==> src/rtl/fetch_unit_pkg.sv <==
// Shared definitions for the instruction-fetch stage: FSM encoding,
// default reset PC and the word-alignment mask used for target checks.
package fetch_unit_pkg;

    typedef enum logic [1:0] {
        ST_FETCH = 2'd0,
        ST_HOLD  = 2'd1,
        ST_FAULT = 2'd2
    } state_t;

    localparam logic [31:0] DEFAULT_RESET_PC = 32'h0000_0000;
    localparam logic [1:0]  WORD_ALIGN_MASK  = 2'b11;

endpackage

==> src/rtl/fetch_unit_next_pc_calc.sv <==
// Next-PC selection: jump-register > jump > taken branch > sequential.
// Purely combinational; flags a target that is not word-aligned.
module next_pc_calc
    import fetch_unit_pkg::*;
#(
    parameter int ADDR_W = 32
) (
    input  logic [ADDR_W-1:0] pc_plus4,
    input  logic              is_jump,
    input  logic              is_branch,
    input  logic              branch_taken,
    input  logic              is_jump_reg,
    input  logic [ADDR_W-1:0] reg_target,
    input  logic [15:0]       imm16,
    input  logic [25:0]       addr26,
    output logic [ADDR_W-1:0] next_pc,
    output logic              misaligned
);

    logic [ADDR_W-1:0] br_off;
    logic [ADDR_W-1:0] jmp_tgt;

    always_comb begin
        br_off  = {{(ADDR_W-18){imm16[15]}}, imm16, 2'b00};
        // Jump keeps the 256 MB region of the delay-slot address.
        jmp_tgt = {pc_plus4[ADDR_W-1:28], addr26, 2'b00};

        next_pc = pc_plus4;
        if (is_jump_reg) begin
            next_pc = reg_target;
        end else if (is_jump) begin
            next_pc = jmp_tgt;
        end else if (is_branch && branch_taken) begin
            next_pc = pc_plus4 + br_off;
        end

        misaligned = |(next_pc[1:0] & WORD_ALIGN_MASK);
    end

endmodule

==> src/rtl/fetch_unit.sv <==
// Instruction-fetch stage: owns the PC, fetches over req/ack and holds the word
// until the decoder accepts it. Min 2 cycles per instruction; stalls on ack/accept.
module fetch_unit
    import fetch_unit_pkg::*;
#(
    parameter int                ADDR_W   = 32,
    parameter logic [ADDR_W-1:0] RESET_PC = ADDR_W'(DEFAULT_RESET_PC)
) (
    input  logic              clk,
    input  logic              rst_n,
    output logic              imem_req,
    output logic [ADDR_W-1:0] imem_addr,
    input  logic              imem_ack,
    input  logic [31:0]       imem_rdata,
    output logic [31:0]       instruction,
    output logic              instr_valid,
    input  logic              instr_accept,
    output logic [ADDR_W-1:0] pc,
    output logic [ADDR_W-1:0] pc_plus4,
    input  logic              is_jump,
    input  logic              is_branch,
    input  logic              branch_taken,
    input  logic              is_jump_reg,
    input  logic [ADDR_W-1:0] reg_target,
    input  logic [15:0]       imm16,
    input  logic [25:0]       addr26,
    output logic              fault
);

    state_t            state_q, state_d;
    logic [ADDR_W-1:0] pc_q, pc_d;
    logic [31:0]       instr_q, instr_d;
    logic              valid_q, valid_d;
    logic              req_q, req_d;
    logic              fault_q, fault_d;

    logic [ADDR_W-1:0] pc_plus4_w;
    logic [ADDR_W-1:0] next_pc;
    logic              misaligned;

    assign pc_plus4_w = pc_q + ADDR_W'(4);

    next_pc_calc #(.ADDR_W(ADDR_W)) u_next_pc (
        .pc_plus4     (pc_plus4_w),
        .is_jump      (is_jump),
        .is_branch    (is_branch),
        .branch_taken (branch_taken),
        .is_jump_reg  (is_jump_reg),
        .reg_target   (reg_target),
        .imm16        (imm16),
        .addr26       (addr26),
        .next_pc      (next_pc),
        .misaligned   (misaligned)
    );

    always_ff @(posedge clk or negedge rst_n) begin
        if (!rst_n) begin
            state_q <= ST_FETCH;
            pc_q    <= RESET_PC;
            instr_q <= 32'h0;
            valid_q <= 1'b0;
            req_q   <= 1'b0;
            fault_q <= 1'b0;
        end else begin
            state_q <= state_d;
            pc_q    <= pc_d;
            instr_q <= instr_d;
            valid_q <= valid_d;
            req_q   <= req_d;
            fault_q <= fault_d;
        end
    end

    always_comb begin
        state_d = state_q;
        pc_d    = pc_q;
        instr_d = instr_q;
        valid_d = valid_q;
        req_d   = req_q;
        fault_d = fault_q;

        case (state_q)
            ST_FETCH: begin
                // Request is raised one edge after reset release, so an ack
                // seen while req_q is still low cannot belong to this fetch.
                if (!req_q) begin
                    req_d = 1'b1;
                end else if (imem_ack) begin
                    instr_d = imem_rdata;
                    valid_d = 1'b1;
                    req_d   = 1'b0;
                    state_d = ST_HOLD;
                end
            end
            ST_HOLD: begin
                if (instr_accept) begin
                    pc_d    = next_pc;
                    valid_d = 1'b0;
                    if (misaligned) begin
                        state_d = ST_FAULT;
                        fault_d = 1'b1;
                        req_d   = 1'b0;
                    end else begin
                        state_d = ST_FETCH;
                        req_d   = 1'b1;
                    end
                end
            end
            ST_FAULT: begin
                req_d   = 1'b0;
                valid_d = 1'b0;
            end
            default: begin
                state_d = ST_FETCH;
            end
        endcase
    end

    assign imem_req    = req_q;
    assign imem_addr   = pc_q;
    assign instruction = instr_q;
    assign instr_valid = valid_q;
    assign pc          = pc_q;
    assign pc_plus4    = pc_plus4_w;
    assign fault       = fault_q;

endmodule

==> config.mk <==
export PLATFORM = sky130hd
export DESIGN_NAME = fetch_unit
export DESIGN_NICKNAME = d
export VERILOG_FILES = /design/src/rtl/fetch_unit_pkg.sv /design/src/rtl/fetch_unit_next_pc_calc.sv /design/src/rtl/fetch_unit.sv
export SDC_FILE = /design/constraint.sdc
export NUM_CORES = 1
export LEC_CHECK = 0
export CAP_MARGIN = 20
export CORE_AREA = 2 2 123 125
export CTS_CLUSTER_SIZE = 16
export DETAILED_ROUTE_END_ITERATION = 12
export DIE_AREA = 0 0 125 127
export GPL_TIMING_DRIVEN = 0
export PLACE_DENSITY = 0.76
export SLEW_MARGIN = 30
export SYNTH_ARGS = -nofsm -noshare
export SYNTH_HDL_FRONTEND = slang
export SYNTH_HIERARCHICAL = 1
export SYNTH_SLANG_ARGS = --single-unit
export TNS_END_PERCENT = 50
==> constraint.sdc <==
create_clock -name clk -period 10.4 [get_ports clk]
set_clock_uncertainty 0.1 [all_clocks]
set_input_delay 1.56 -clock clk [delete_from_list [all_inputs] [get_ports clk]]
set_output_delay 1.56 -clock clk [all_outputs]
set_load 0.02 [all_outputs]
==> impl_metrics.toml <==
[logic_synthesis]
syn-cell-area_sq_um = 5710
ys_seq_area_frac = 0.302
synth_top_area_cell = "dfrtp_1"
synthArstFlopShare = 1.00
synth_cell_type_count = 67
synthTopCellsByArea = "dfrtp_1 30%, mux2_2 12%, ha_1 7.4%"
yosysMostFrequentCell = "dfrtp_1"
synth.avg_cell_area_sq_um = 8.97
yosysWarnings = 6
netlist_instances = 637
synth_edf_count = 0
synthFlopType = "dfrtp_1"
syn-num-nets = 786
ys_top_cells_by_count = "69 x dfrtp_1, 63 x mux2_2, 63 x nand2_1, 60 x a21oi_1, 57 x nor2_1"
synth-seq-cells = 69
synth_top_area_frac = 0.302

[detailed_routing]
routed_via_density = 5.38
dr.pass1.iters = 5
first_iter_violations = 402
ant_nets = 0
drc_errors = 0
wl_per_cell_um = 18.5
vias = 5810
wirelength_um = 20000

[setup_path]
path_class = "in2reg"
cp.arrival_ps = 5350
worst_setup_path_end_kind = "flip-flop"
cp.required_ps = 10520
r2r_slack_ps = 5590
timing.critical_path.fanout_max = 4
start_kind = "input port"

[power]
leakagePower_nw = 3.62
p_comb_frac = 0.691
power.internal_mw = 1.56
seq_power_share = 0.200
clkPwrFrac = 0.109
ir_drop_mv = 0.197
powerDensity_nw_per_um2 = 325
power.switching_mw = 1.27
p_sw_frac = 0.447

[global_route]
first_global_vias = 5742
grt_overflow = 0
grt_pass1_wl_um = 31400
grt_use_total = 0.248
antenna_found_initial = 0
grt_max_degree = 48

[timing]
rsz0062_at_grt = "false"
setup_viol = 0
hold_viol = 0
fmax_ghz = 0.191
hold_ws_ps = 350
setup_tns_ps = 0
relSlewSlack = 0.405
tightest_slew_ps = 888
period_share = 0.503
slew_violations = 0
setup_slack_ps = 5170
post-route-min-period_ps = 5230

[hold_path]
worstHoldPathType = "reg2reg"

[clocking]
cts_made_buffers = 9
cts_tree = "done"
postCtsSetupBuffers = 0
cts_resized = 0
clk_pin_slew_worst_paths_ps = 60
cts_num_sinks = 69
root_buffer = "clkbuf_16"
cts-hold-fix-buffers = 0
clockBufferDepth = 2
htreeDepth = 3
clkLatencyLatePin_ps = 330

[placement]
dpl.hpwl_um = 15500
io_buffers = 243
place_congestion = 0.911
dp_slack_ps = 4950

[floorplan]
rows = 44
die_x_um = 125
io_pins = 245
die_area_sq_um = 15900
die_y_um = 127
start_util = 0.396
core_sq_um = 14400

[final_layout]
antenna_cells = 0
syn2layout_area_growth_pct = 52.2
multi_input_area_sq_um = 3580
drive_gt1_frac = 0.154
fin_nets = 1041
seq_area_sq_um = 1730
nFillCells = 1319

[status]
status = "complete, no violations"

[job]
cap_violations = 0
metal layers:
layer / vias up / track usage / part of all wire
met3: 31 / 0.0389 / 0.063
li1: 2775 / - / -
met5: - / 0 / 0
met2: 250 / 0.432 / 0.50
met4: 0 / 0.0601 / 0.017
met1: 2754 / 0.326 / 0.42
power groups by stage:
stage	combinational, mW	clock [mW]	sequential [mW]
global placement	1.93	0	0.565
floorplan	1.05	0	0.691
detailed placement	1.95	0	0.570
CTS	1.96	0.315	0.568
finish	1.96	0.307	0.567
global route	2.10	0.328	0.593
cells in the final DEF, fill, tap and decap left out, drive strengths merged, types with 3 or more instances in the layout:
cell             n
a21o            12
a21oi           62
a311oi           4
a31oi            9
and2             3
and3             6
buf             44
clkbuf          24
clkdlybuf4s50  242
clkinv           4
dfrtp           69
ha              34
inv             16
mux2            63
mux2i            6
nand2           63
nand3           21
nand4           10
nor2            58
nor3             3
nor4             4
o211ai           7
o21a             4
o21ai           32
o22ai            3
o311ai           3
xnor2           34
xor2            18
cells by family (layout without fill, tap and decap cells):
logic type / Yosys count / count (layout) / share of synthesized area
XOR/XNOR: 52 / 52 / 0.0797
adder cells (fa/ha/maj): 35 / 35 / 0.0780
buffers and inverters: 73 / 332 / 0.0723
AND/OR/NAND/NOR: 179 / 179 / 0.150
flip-flops: 69 / 69 / 0.302
AO/OA/AOI/OAI: 160 / 160 / 0.184
multiplexers: 69 / 69 / 0.135
sequential cells by signal (all words and copies together) (netlist names):
signal and flops:
state_q 2, imem_addr 32, fault 1, instr_valid 1, instruction 32, imem_req 1
path summary, 6_finish.rpt:
| kind | startpoint | to | cells after the start |
|---|---|---|---|
| hold / removal | fault | fault | 1 |
| setup reg to reg | imem_addr[4] | imem_addr[31] | 15 |
| min in group asynchronous | rst_n | instruction[1] | 1 |
| max in group asynchronous | rst_n | imem_addr[11] | 2 |
| setup / recovery | imm16[0] | imem_addr[30] | 13 |
| hold reg to reg | fault | fault | 1 |
critical path: stages:
cell and delay, ps:
clkdlybuf4s50_1 430, ha_1 230, fa_1 410, a21o_2 250, a221oi_2 430, a311oi_1 320
a2111o_1 450, o211ai_1 170, a31oi_1 270, a311o_1 400, nand3_1 90, o211ai_1 80
mux2_2 260
per-stage QoR:
| step | cells | power (mW) | instance area, sq um | utilization |
|---|---|---|---|---|
| after floorplan | 637 | 1.75 | 5710 | - |
| after global placement | 1064 | 2.49 | 8380 | 0.581 |
| after detailed placement | 1065 | 2.52 | 8410 | 0.583 |
| after CTS | 1080 | 2.84 | 8700 | 0.603 |
| after global routing | 1080 | 3.02 | 8700 | 0.603 |
| final | 1080 | 2.83 | 8700 | 0.603 |
layout make-up:
type	count	area share
plain buffers	57	0.0406
clock buffers	9	0.0259
clock inverters	6	0.00748
multi-input cells	495	0.412
well taps	184	0.0265
repair buffers	244	0.283
flip-flops and latches	69	0.199
inverters	16	0.00691
Note: power is estimated with default switching activity, not from simulation.
